**src/rtl/uart_rx_fsm.sv**
```systemverilog
// UART receive controller: oversampling edge counter, bit counter and the
// START/DATA/PARITY/STOP sequencer that drives the sampler and checkers.
module uart_rx_fsm #(
    parameter int DATA_WIDTH     = 8,
    parameter int PRESCALE_WIDTH = 6
) (
    input  logic                      CLK,
    input  logic                      RST,
    input  logic                      RX_IN,
    input  logic                      PAR_EN,
    input  logic [PRESCALE_WIDTH-1:0] PRESCALE,
    input  logic                      STRT_GLITCH,
    input  logic                      PAR_ERR,
    input  logic                      STP_ERR,
    output logic                      DAT_SAMP_EN,
    output logic [PRESCALE_WIDTH-1:0] EDGE_CNT,
    output logic [3:0]                BIT_CNT,
    output logic                      DESER_EN,
    output logic                      STRT_CHK_EN,
    output logic                      PAR_CHK_EN,
    output logic                      STP_CHK_EN,
    output logic                      DATA_VALID,
    output logic                      FRAME_ERR,
    output logic [2:0]                STATE_DBG
);

    typedef enum logic [2:0] {
        IDLE   = 3'd0,
        START  = 3'd1,
        DATA   = 3'd2,
        PARITY = 3'd3,
        STOP   = 3'd4
    } state_t;

    localparam logic [3:0] BIT_LAST = 4'(DATA_WIDTH - 1);

    state_t                    state_q, state_d;
    logic [PRESCALE_WIDTH-1:0] edge_q, edge_d;
    logic [PRESCALE_WIDTH-1:0] p_q, p_d;
    logic [PRESCALE_WIDTH-1:0] p_sel;
    logic [3:0]                bit_q, bit_d;
    logic                      sticky_q, sticky_d;
    logic                      valid_q, valid_d;
    logic                      ferr_q, ferr_d;
    logic                      edge_last;
    logic                      edge_chk;

    // Checkers sample at P-2 and present their registered verdict at P-1.
    assign edge_last = (edge_q == p_q - PRESCALE_WIDTH'(1));
    assign edge_chk  = (edge_q == p_q - PRESCALE_WIDTH'(2));

    always_comb begin
        p_sel = PRESCALE_WIDTH'(8);
        if (PRESCALE == PRESCALE_WIDTH'(16) || PRESCALE == PRESCALE_WIDTH'(32)) begin
            p_sel = PRESCALE;
        end
    end

    always_ff @(posedge CLK or negedge RST) begin
        if (!RST) begin
            state_q  <= IDLE;
            edge_q   <= '0;
            p_q      <= PRESCALE_WIDTH'(8);
            bit_q    <= '0;
            sticky_q <= 1'b0;
            valid_q  <= 1'b0;
            ferr_q   <= 1'b0;
        end else begin
            state_q  <= state_d;
            edge_q   <= edge_d;
            p_q      <= p_d;
            bit_q    <= bit_d;
            sticky_q <= sticky_d;
            valid_q  <= valid_d;
            ferr_q   <= ferr_d;
        end
    end

    always_comb begin
        state_d  = state_q;
        edge_d   = edge_last ? '0 : edge_q + PRESCALE_WIDTH'(1);
        p_d      = p_q;
        bit_d    = bit_q;
        sticky_d = sticky_q;
        valid_d  = 1'b0;
        ferr_d   = 1'b0;
        case (state_q)
            IDLE: begin
                edge_d = '0;
                bit_d  = '0;
                if (!RX_IN) begin
                    state_d  = START;
                    p_d      = p_sel;
                    sticky_d = 1'b0;
                end
            end
            START: begin
                if (edge_last) begin
                    state_d = STRT_GLITCH ? IDLE : DATA;
                    bit_d   = '0;
                end
            end
            DATA: begin
                if (edge_last) begin
                    if (bit_q == BIT_LAST) begin
                        state_d = PAR_EN ? PARITY : STOP;
                        bit_d   = '0;
                    end else begin
                        bit_d = bit_q + 4'd1;
                    end
                end
            end
            PARITY: begin
                if (edge_last) begin
                    sticky_d = PAR_ERR;
                    state_d  = STOP;
                end
            end
            STOP: begin
                if (edge_last) begin
                    state_d = IDLE;
                    if (!STP_ERR && !sticky_q) begin
                        valid_d = 1'b1;
                    end else begin
                        ferr_d = 1'b1;
                    end
                end
            end
            default: begin
                state_d = IDLE;
                edge_d  = '0;
                bit_d   = '0;
            end
        endcase
    end

    assign DAT_SAMP_EN = (state_q != IDLE);
    assign EDGE_CNT    = edge_q;
    assign BIT_CNT     = bit_q;
    assign DESER_EN    = (state_q == DATA)   && edge_chk;
    assign STRT_CHK_EN = (state_q == START)  && edge_chk;
    assign PAR_CHK_EN  = (state_q == PARITY) && edge_chk;
    assign STP_CHK_EN  = (state_q == STOP)   && edge_chk;
    assign DATA_VALID  = valid_q;
    assign FRAME_ERR   = ferr_q;
    assign STATE_DBG   = state_q;

endmodule

```
**config.mk**
```make
export PLATFORM = sky130hd
export DESIGN_NAME = uart_rx_fsm
export DESIGN_NICKNAME = d
export VERILOG_FILES = /design/src/rtl/uart_rx_fsm.sv
export SDC_FILE = /design/constraint.sdc
export NUM_CORES = 1
export LEC_CHECK = 0
export BUFFER_PORTS_ARGS = -buffer_cell sky130_fd_sc_hd__buf_2
export CAP_MARGIN = 20
export CORE_ASPECT_RATIO = 0.6
export CORE_MARGIN = 4
export CORE_UTILIZATION = 57
export DETAILED_ROUTE_END_ITERATION = 16
export PLACE_DENSITY = 0.91
export SLEW_MARGIN = 20
export SYNTH_ARGS = -nofsm -noshare
export SYNTH_HDL_FRONTEND = slang
export SYNTH_SLANG_ARGS = --single-unit
export TNS_END_PERCENT = 20
```
**constraint.sdc**
```tcl
create_clock -name CLK -period 5.54 [get_ports CLK]
set_input_delay 0.277 -clock CLK [delete_from_list [all_inputs] [get_ports CLK]]
set_output_delay 0.277 -clock CLK [all_outputs]
set_load 0.02 [all_outputs]
```
-- Yosys cells after proc, flatten, opt, wreduce, memory -nomap -nowiden
Index checks and enable logic that the tools add are counted.
Widths: inputs -> output; s select.
- add/sub/neg operators: 4
- equality and inequality tests: 15
- mux-type cells: 25
- bitwise logic cells: 2
- reductions and logical operators: 17
- operators by type and width (cell ; count):
    $mux 3 ; 7
    $mux 6 ; 3
    $pmux 3 s5 ; 1
    $eq 6x6->1 ; 2
    $mux 4 ; 3
    $ne 2x2->1 const B ; 6
    $pmux 4 s3 ; 1
    $mux 1 ; 8
    $add 6x1->6 const B ; 1
    $eq 3x2->1 const B ; 2
    $eq 6x5->1 const B ; 1
    $eq 6x6->1 const B ; 1
    $reduce_and 3->1 ; 2
    $reduce_and 6->1 ; 1
    $sub 6x1->6 const B ; 1
    $sub 6x2->6 const B ; 1
    $logic_and 1x1->1 ; 5
    $add 4x1->4 const B ; 1
    $eq 4x3->1 const B ; 1
    $reduce_or 4->1 ; 1
    $eq 3x1->1 const B ; 1
    $eq 3x3->1 const B ; 1
    $logic_not 3->1 ; 1
    $reduce_bool 3->1 ; 1
    other kinds (8) ; 10
- register bits after elaboration: 22

-- Depth between registers and ports, before layout
Gate-level depths: netlist (run 1).
- word-level depth: 5
- depth in mapped cells: 9
- gate-level depth less buffers: 8

-- Worst setup path before layout (run 1)
No wires, ideal clock.
- path type: flip-flop to flip-flop
- start point: reg p_q[2]
- end point: reg state_q[1], in the netlist STATE_DBG[1]
- setup time: 0.078 ns
- arrival time: 2.436 ns
- data required time: 5.462 ns
- setup slack: 3.026 ns
- stages on the path, launching flop included: 10
- cell sequence: dfrtp_1 inv_1 ha_1 or3b_4 or3_1 a211oi_2 nand2_2 buf_6 or3_1 a21oi_1
- longest elaborated chain between the ends: 4
- elaborated cells on any way between the ends: 7
- RTL lines (element ; line ; source):
    from (decl) ; 39 ; logic [PRESCALE_WIDTH-1:0] p_q, p_d;
    from (signal assigned) ; 71 ; p_q <= p_d;
    $sub 6x1->6 * ; 49 ; assign edge_last = (edge_q == p_q - PRESCALE_WIDTH'(1));
    $eq 6x6->1 * ; 49 ;
    $ne 2x2->1 (no line) ; - ;
    $reduce_and 6->1 (no line) * ; - ;
    to (signal assigned) ; 69 ; state_q <= state_d;
    to (decl) ; 37 ; state_t state_q, state_d;
Mark *: on every way between the ends. The rest lies on a longest branch, timed or not.
A chain may end at the register's enable or synchronous reset.

-- Final worst setup path (run 1)
- start point: reg p_q[2]
- end point: reg state_q[0], in the netlist STATE_DBG[0]
The elaborated chain is that of the path after synthesis.

==> impl_metrics.ini, run 1 <==
[worst_setup_path]
path_cells = inv_1 > ha_1 > or3b_4 > or3_1 > a211oi_2 > nand2_2 > or3_1 > a221oi_2
worstPathRequired_ps = 5720
cpPeakStageDelay_ps = 440
setup.worst_path.start = p_q[2]$_DFFE_PN0P_
critPathCaptureType = flop
arrival_ps = 3120
worst_r2r_endpoint = STATE_DBG[0]$_DFFE_PN0P_
ff2ff_setup_slack_ps = 2600
r2r-start = p_q[2]$_DFFE_PN0P_
crit_path_start_kind = flop
cp_max_fo = 11
crit_slowest_cell = dfrtp_1
critical_path_class = reg -> reg
reg2regPathDepth = 8
crit_top_cell = or3_1

[die]
rows = 13
num_io_pins = 33
coreArea_sq_mm = 0.00223
die-area_sq_mm = 0.00328
die_h_microns = 46.0
start_util_pct = 61.6
die_w_microns = 71.4

[placement]
post-dp-hpwl_mm = 2.70
placed_cell_area_sq_mm = 0.00154
dp_slack_ps = 2690
gp_congestion = 0.917
port_buffers = 32

[worst_hold_path]
min_from = PAR_ERR
hold_depth = 3
whs_endpoint = sticky_q$_DFFE_PN0P_
min_path_type = in -> reg

[global_routing]
antenna_found_initial = 0
grt_overflow = 0
grt_pass1_wl_mm = 6.17
grt_pass1_vias = 1274
grt_max_degree = 23
grt.total_usage_pct = 24.9

[timing]
finalHoldViolCount = 0
tightest_slew_ps = 850
layout_setup_ws_ps = 2600
slew_headroom_pct = 42.9
finalSetupViolCount = 0
report.final.slew_viol_count = 0
tns_ps = 0
finalClockSkew_ps = 1.85
period_share_pct = 53.1
grt_setup_unrepaired = no
timing.fmax_ghz = 0.340
min_period_ps = 2940

[synth]
yosysTopAreaCell = dfrtp_1
ys_top_cells_by_area = dfrtp_1 (38%), nor2_1 (7.4%), xnor2_1 (6.4%)
ys_warn_count = 0
netlist_area_sq_mm = 0.00137
ys_types = 41
postSynthCellCount = 158
post-synth-top-count-cell = nor2_1
yosys.area.top_type_share_pct = 38.3
synth_common_cells = nor2_1 (27), dfrtp_1 (21), nand2_1 (15)
synth_nets = 176
ys.flop_type = dfrtp_1
synth-edff-count = 0
ys_async_sr_fraction_pct = 100
ys_seq_area_share_pct = 40.2
synth.avg_cell_area_sq_um = 8.69
ys_ff_latch = 22

[clock_network]
cts_resized = 0
cts_max_path_buffers = 2
h-tree-depth = 1
postCtsSetupBuffers = 0
cts.sinks = 22
cts_buffers = 3
cts_tree = yes
clk_latency_ps = 270
cts_root_buf = clkbuf_8
clk_pin_slew_ps = 80

[layout]
stdcell_area_sq_mm = 0.00163
area_growth_pct = 18.4
nNetsFinal = 209
drive_above_1_share_pct = 23.2
fin_util_pct = 72.9
antenna_cells = 0

[route]
drt_iter0_drc = 114
postRouteAntennaNets = 0
drt_wl_total_mm = 3.68
wl_per_cell_microns = 16.7
firstDrtPassIters = 4
drcViolationCount = 0
vias = 1356
vias_per_cell = 6.16

[pwr]
p_leak_nw = 0.770
powerDensity_mw_per_mm2 = 464
peakVddDrop_uv = 284

[outcome]
outcome = completed

[job]
maxCapViolations = 0
==> stage by stage <==
step	hold slack, ps	std cells	total power [mW]
global route	255	220	0.801
detailed placement	270	215	0.583
finish	254	220	0.755
floorplan	-18.6	158	0.498
global placement	264	215	0.562
CTS	257	220	0.745
==> how the worst max path moves through the flow <==
stage                               end  slack, ps  cells past startpoint
2_1_floorplan  STATE_DBG[1]$_DFFE_PN0P_       3030                      9
3_3_place_gp   STATE_DBG[0]$_DFFE_PN0P_       2880                      8
3_5_place_dp   STATE_DBG[0]$_DFFE_PN0P_       2690                      8
4_1_cts        STATE_DBG[0]$_DFFE_PN0P_       2650                      8
5_1_grt                      STP_CHK_EN       2450                      9
6_report       STATE_DBG[0]$_DFFE_PN0P_       2600                      8
==> what timing repair did <==
| item | in CTS | in global routing |
|---|---|---|
| hold endpoints to repair | 21 | 0 |
| endpoints found under the setup margin | 0 | 0 |
| hold buffers | 1 | 0 |
==> where the power goes <==
group / total (mW) / leakage, nW / internal, mW / switching, mW
clock: 0.151 / 0.0357 / 0.0966 / 0.0546
sequential: 0.258 / 0.290 / 0.197 / 0.0603
combinational: 0.346 / 0.444 / 0.132 / 0.214
total: 0.755 / 0.770 / 0.425 / 0.329
==> worst max-delay path, delay by kind of cell, from the launching register on <==
| kind | cells | cell delay [ps] |
|---|---|---|
| AO/OA/AOI/OAI | 2 | 560 |
| AND/OR/NAND/NOR | 4 | 1420 |
| buffers and inverters | 1 | 160 |
| flip-flops | 1 | 440 |
| adder cells (fa/ha/maj) | 1 | 250 |
==> cells by family after synthesis <==
| logic type | synth area share [%] |
|---|---|
| AOI/OAI and AO/OA | 14.9 |
| xor gates and xnor gates | 9.57 |
| adders and majority gates | 5.29 |
| buffers and inverters | 5.47 |
| DFF | 40.2 |
| and+or+nand+nor | 24.6 |
==> routing by layer <==
metal	share of wire, %	up-vias	track usage [%]	routed length [microns]
met5	0	-	0	0
met4	2.6	0	8.99	95
met3	10	12	5.73	386
met2	45	93	39.6	1660
met1	42	638	33.6	1540
li1	-	613	-	-
==> cells in the final DEF (no fill, tap or decap), types with 4 or more instances in the layout <==
master   count
dfrtp_1     21
nor3_1       4
xnor2_1     10
buf_2       32
xor2_1       5
nand3_1      8
o21ai_0      5
nor2_1      27
inv_1       13
ha_1         5
nand2_1     15
==> final cells by class <==
type / instances / area (sq um)
Multi-Input combinational cell: 118 / 746
Fill cell: 161 / 603
Sequential cell: 22 / 552
Timing Repair Buffer: 33 / 170
Inverter: 13 / 48.8
Clock buffer: 3 / 41.3
Tap cell: 30 / 37.5
Clock inverter: 1 / 30.0
==> flip-flops by register name (all words and copies together) (netlist names) <==
signal,flops
BIT_CNT,4
p_q,6
sticky_q,1
EDGE_CNT,6
STATE_DBG,3
FRAME_ERR,1
DATA_VALID,1
(Power assumes the default switching activity.)
==> run 2, diff against run 1 <==
CORE_UTILIZATION = 53   (was 57)
PLACE_DENSITY = 0.86   (was 0.91)
clock period = 3.1 ns   (was 5.54 ns; I/O delays follow)
==> run 2 against run 1 <==
  * Global-route usage down 2.4 points
  * Routed wire length down 7.4%
  * Count of clock-buffer cells in the layout up 1
  * Cell area down 1.0%
  * Utilization down 3.3 points
  * Sequential power up 77%
  * First-iteration DRC count up 19%
  * Register-to-register slack worse by 2400 ps
  * Cell count unchanged
  * Die area up 6.5%
  * Largest power group unchanged
==> impl_metrics.ini, run 2 (synthesis gave the netlist of run 1 again) <==
[layout]
antenna_cells = 0
layout_common_cells = buf_2 (32), nor2_1 (27), dfrtp_1 (21)
area_growth_pct = 17.2
nNetsFinal = 209
final_cell_count_no_fill = 220
n_fill_cell = 185
drive_above_1_share_pct = 23.2
final_common_cell = buf_2

[clock_network]
clk_pin_slew_ps = 80
cts_root_buf = clkbuf_8
clk_latency_ps = 270
postCtsSetupBuffers = 0
cts.sinks = 22
cts_buffers = 3
cts_tree = yes
cts_max_path_buffers = 2
h-tree-depth = 1

[job]
maxCapViolations = 0

[timing]
tightest_slew_ps = 796
tns_ps = 0
layout_setup_ws_ps = 214
min_period_ps = 2890
holdWs_ps = 128
report.final.slew_viol_count = 0
timing.fmax_ghz = 0.346
period_share_pct = 93.1
finalClockSkew_ps = 1.58
finalSetupViolCount = 0
grt_setup_unrepaired = no
slew_headroom_pct = 46.5
finalHoldViolCount = 0

[route]
vias_per_cell = 5.83
drcViolationCount = 0
drt_iter0_drc = 136
drt_wl_total_mm = 3.41
wl_per_cell_microns = 15.5
vias = 1283
postRouteAntennaNets = 0
firstDrtPassIters = 4

[global_routing]
grt_pass1_vias = 1249
grt_max_degree = 23
antenna_found_initial = 0
grt_pass1_wl_mm = 5.84
grt.total_usage_pct = 22.4
grt_overflow = 0

[pwr]
powerDensity_mw_per_mm2 = 786
p_leak_nw = 0.763
p_total_mw = 1.27
peakVddDrop_uv = 408

[die]
coreArea_sq_mm = 0.00231
num_io_pins = 33
rows = 13
die_h_microns = 47.4
die_w_microns = 73.7
die-area_sq_mm = 0.00349
start_util_pct = 59.4

[placement]
port_buffers = 32
gp_congestion = 0.926
dp_cells = 215
post-dp-hpwl_mm = 2.59
dp_slack_ps = 291

[worst_setup_path]
crit_path_start_kind = flop
reg2regPathDepth = 8
worst_r2r_endpoint = STATE_DBG[0]$_DFFE_PN0P_
cp_max_fo = 11
critPathCaptureType = flop
ff2ff_setup_slack_ps = 210
r2r-start = p_q[2]$_DFFE_PN0P_
worstPathRequired_ps = 3280
critical_path_class = reg -> reg
arrival_ps = 3070

[worst_hold_path]
min_from = PRESCALE[4]
min_path_type = in -> reg
whs_endpoint = p_q[4]$_DFFE_PN0P_
hold_depth = 2

[outcome]
outcome = completed
==> run 2: changes by cell type in the layout (fill, tap and decap cells not counted) <==
| cell | before | now |
|---|---|---|
| bufinv_16 | 1 | 0 |
| clkbuf_8 | 3 | 4 |
==> run 2: how the worst max path moves through the flow <==
stage,startpoint,end,slack [ps],cells after the start
detailed placement,p_q[2]$_DFFE_PN0P_,STATE_DBG[0]$_DFFE_PN0P_,290,8
finish,p_q[2]$_DFFE_PN0P_,STATE_DBG[0]$_DFFE_PN0P_,210,8
CTS,p_q[2]$_DFFE_PN0P_,STATE_DBG[0]$_DFFE_PN0P_,250,8
global route,p_q[2]$_DFFE_PN0P_,STATE_DBG[0]$_DFFE_PN0P_,40,8
global placement,p_q[2]$_DFFE_PN0P_,STATE_DBG[0]$_DFFE_PN0P_,440,8
floorplan,p_q[2]$_DFFE_PN0P_,STATE_DBG[1]$_DFFE_PN0P_,590,9
==> run 2: where the power goes <==
group / switching [mW] / internal [mW]
logic: 0.365 / 0.232
registers: 0.104 / 0.352
clock network: 0.0985 / 0.113
total: 0.568 / 0.698
==> run 2: repair_timing <==
action / CTS / global route
endpoints found under the hold margin: 21 / 0
setup endpoints to repair: 0 / 0
hold buffers: 1 / 0
gates resized for setup: 0 / 0
==> run 2: layout make-up <==
cell class / instances / area [sq um] / share of cell area [%]
multi-input cells: 118 / 746 / 46.3
flip-flops and latches: 22 / 552 / 34.3
inverters: 13 / 48.8 / 3.03
well taps: 30 / 37.5 / 2.33
clock buffers: 4 / 55.1 / 3.42
repair buffers: 33 / 170 / 10.6
==> run 2: per-layer routing <==
metal / GRT usage [%] / vias to the layer above / share of wire, %
li1: - / 611 / -
met1: 32.0 / 601 / 46
met2: 34.7 / 65 / 44
met3: 6.50 / 6 / 8.6
met4: 4.33 / 0 / 0.91
met5: 0 / - / 0
==> run 2: stage by stage <==
| step | util [%] | instance area, sq um |
|---|---|---|
| floorplan | - | 1370 |
| global placement | 66.8 | 1540 |
| detailed placement | 66.8 | 1540 |
| CTS | 69.7 | 1610 |
| global route | 69.7 | 1610 |
| finish | 69.7 | 1610 |
==> run 2: critical path, stage by stage, from the launching register on <==
cell and delay (ps):
dfrtp_1 440, inv_1 140, ha_1 220, or3b_4 410, or3_1 370, a211oi_2 360
nand2_2 220, or3_1 420, a221oi_2 210
==> run 3, diff against run 2 <==
CAP_MARGIN = unset   (was 20)
CORE_UTILIZATION = 47   (was 53)
clock period = 2.41 ns   (was 3.1 ns; I/O delays follow)
==> run 3 against run 2 <==
  * The run now ends with setup timing left
  * Sequential share of layout area shrank 3.5 points
  * Critical path type unchanged
  * Combinational power grew 64%
  * Worst setup slack lost 370 ps
  * Utilization shrank 1.8 points
==> impl_metrics.ini, run 3 (synthesis gave the netlist of run 1 again) <==
[route]
wl_per_cell_microns = 17.1
firstDrtPassIters = 5
drt_iter0_drc = 227
vias_per_cell = 5.97
vias = 1439
drcViolationCount = 0
drt_wl_total_mm = 4.13
postRouteAntennaNets = 0

[timing]
tns_ps = -585
min_period_ps = 2560
layout_setup_ws_ps = -154
finalClockSkew_ps = 0.698
slew_headroom_pct = 66.2
report.final.slew_viol_count = 0
finalSetupViolCount = 7
grt_setup_unrepaired = yes
holdWs_ps = 91.5
timing.fmax_ghz = 0.390
tightest_slew_ps = 507
period_share_pct = 106
finalHoldViolCount = 0

[worst_setup_path]
ff2ff_setup_slack_ps = -150
reg2regPathDepth = 9
cp_max_fo = 3
worst_r2r_endpoint = BIT_CNT[0]$_DFFE_PN0P_
critPathCaptureType = flop
critical_path_class = reg -> reg
worstPathRequired_ps = 2590
crit_path_start_kind = flop
r2r-start = p_q[2]$_DFFE_PN0P_
arrival_ps = 2740

[pwr]
p_leak_nw = 0.848
p_total_mw = 1.93
powerDensity_mw_per_mm2 = 1070
peakVddDrop_uv = 523

[outcome]
violations = setup timing
outcome = complete, but fails checks

[global_routing]
antenna_found_initial = 0
grt_pass1_wl_mm = 6.13
grt.total_usage_pct = 20.1
grt_max_degree = 23
grt_overflow = 0
grt_pass1_vias = 1262

[clock_network]
cts_root_buf = clkbuf_8
cts_tree = yes
cts_buffers = 3
clk_pin_slew_ps = 80
cts.sinks = 22
cts_max_path_buffers = 2
h-tree-depth = 1
clk_latency_ps = 270

[layout]
multi_input_area_sq_um = 820
antenna_cells = 0
drive_above_1_share_pct = 32.8
regArea_sq_um = 552
stdcell_area_sq_mm = 0.00179
fin_util_pct = 67.8
n_fill_cell = 183
final_common_cell = buf_2
area_growth_pct = 30.7
layout_common_cells = buf_2 (32), nor2_1 (27), dfrtp_1 (21)
nNetsFinal = 220

[die]
start_util_pct = 51.9
die_w_microns = 77.8
rows = 14
die_h_microns = 49.9
die-area_sq_mm = 0.00388
num_io_pins = 33
coreArea_sq_mm = 0.00265

[placement]
placed_cell_area_sq_mm = 0.00164
port_buffers = 32
gp_congestion = 0.923
post-dp-hpwl_mm = 2.75

[job]
maxCapViolations = 0

[worst_hold_path]
min_from = PAR_ERR
hold_depth = 3
min_path_type = in -> reg
whs_endpoint = sticky_q$_DFFE_PN0P_
run 3: cell count changes in the layout (fill, tap and decap cells not counted), moves of 2 or more:
cell	before	now
or3_1	3	1
inv_2	0	2
or3_4	0	2
o21ai_1	1	3
o311ai_0	3	0
o311ai_1	0	2
buf_4	0	11
inv_1	13	11
o21ai_0	5	2
run 3: worst max-delay path by stage:
stage                            start                        to  depth (start not counted)
finish              p_q[2]$_DFFE_PN0P_    BIT_CNT[0]$_DFFE_PN0P_                          9
global route        p_q[2]$_DFFE_PN0P_    BIT_CNT[3]$_DFFE_PN0P_                          9
CTS                 p_q[1]$_DFFE_PN0P_    BIT_CNT[0]$_DFFE_PN0P_                          9
detailed placement  p_q[1]$_DFFE_PN0P_    BIT_CNT[0]$_DFFE_PN0P_                          9
global placement    p_q[1]$_DFFE_PN0P_    BIT_CNT[0]$_DFFE_PN0P_                          9
floorplan           p_q[2]$_DFFE_PN0P_  STATE_DBG[1]$_DFFE_PN0P_                          9
run 3: layer usage:
metal | GRT usage, % | part of all wire, % | up-vias
met5 | 0 | 0 | -
li1 | - | - | 630
met3 | 4.36 | 10 | 30
met2 | 32.5 | 44 | 119
met1 | 27.4 | 41 | 660
met4 | 5.33 | 4.8 | 0
run 3: worst max-delay path, cell delays in order (launching register included):
cell      delay (ps)
dfrtp_1          410
inv_2             90
ha_4             140
or3b_4           400
or3_4            410
a211oi_4         280
buf_4            170
nand3_2           70
or4_4            440
o311ai_4          80
run 3: cell type report:
class | count | share of cell area, %
tap | 40 | 2.79
clock inverter | 1 | 1.67
inverter | 13 | 2.72
sequential | 22 | 30.8
multi-input combinational | 118 | 45.7
timing repair buffer | 44 | 14.1
clock buffer | 3 | 2.30
run 3: what timing repair did:
| action | CTS | global route |
|---|---|---|
| hold buffers | 1 | 0 |
| endpoints found under the hold margin | 21 | 0 |
| setup endpoints to repair | 8 | 18 |
| gates resized for setup | 2 | 15 |
| setup buffers | 0 | 2 |
| pin swaps | 2 | 8 |
run 3: stage by stage:
stage / setup slack, ps / instances
CTS: -77.4 / 239
global placement: 57.8 / 234
detailed placement: -82.4 / 234
floorplan: -2.37 / 158
finish: -154 / 241
global route: -209 / 241
run 3: where the power goes:
| part | internal, mW | total (mW) | switching (mW) |
|---|---|---|---|
| sequential | 0.453 | 0.601 | 0.147 |
| clock | 0.222 | 0.350 | 0.128 |
| combinational | 0.409 | 0.977 | 0.568 |
| total | 1.08 | 1.93 | 0.844 |
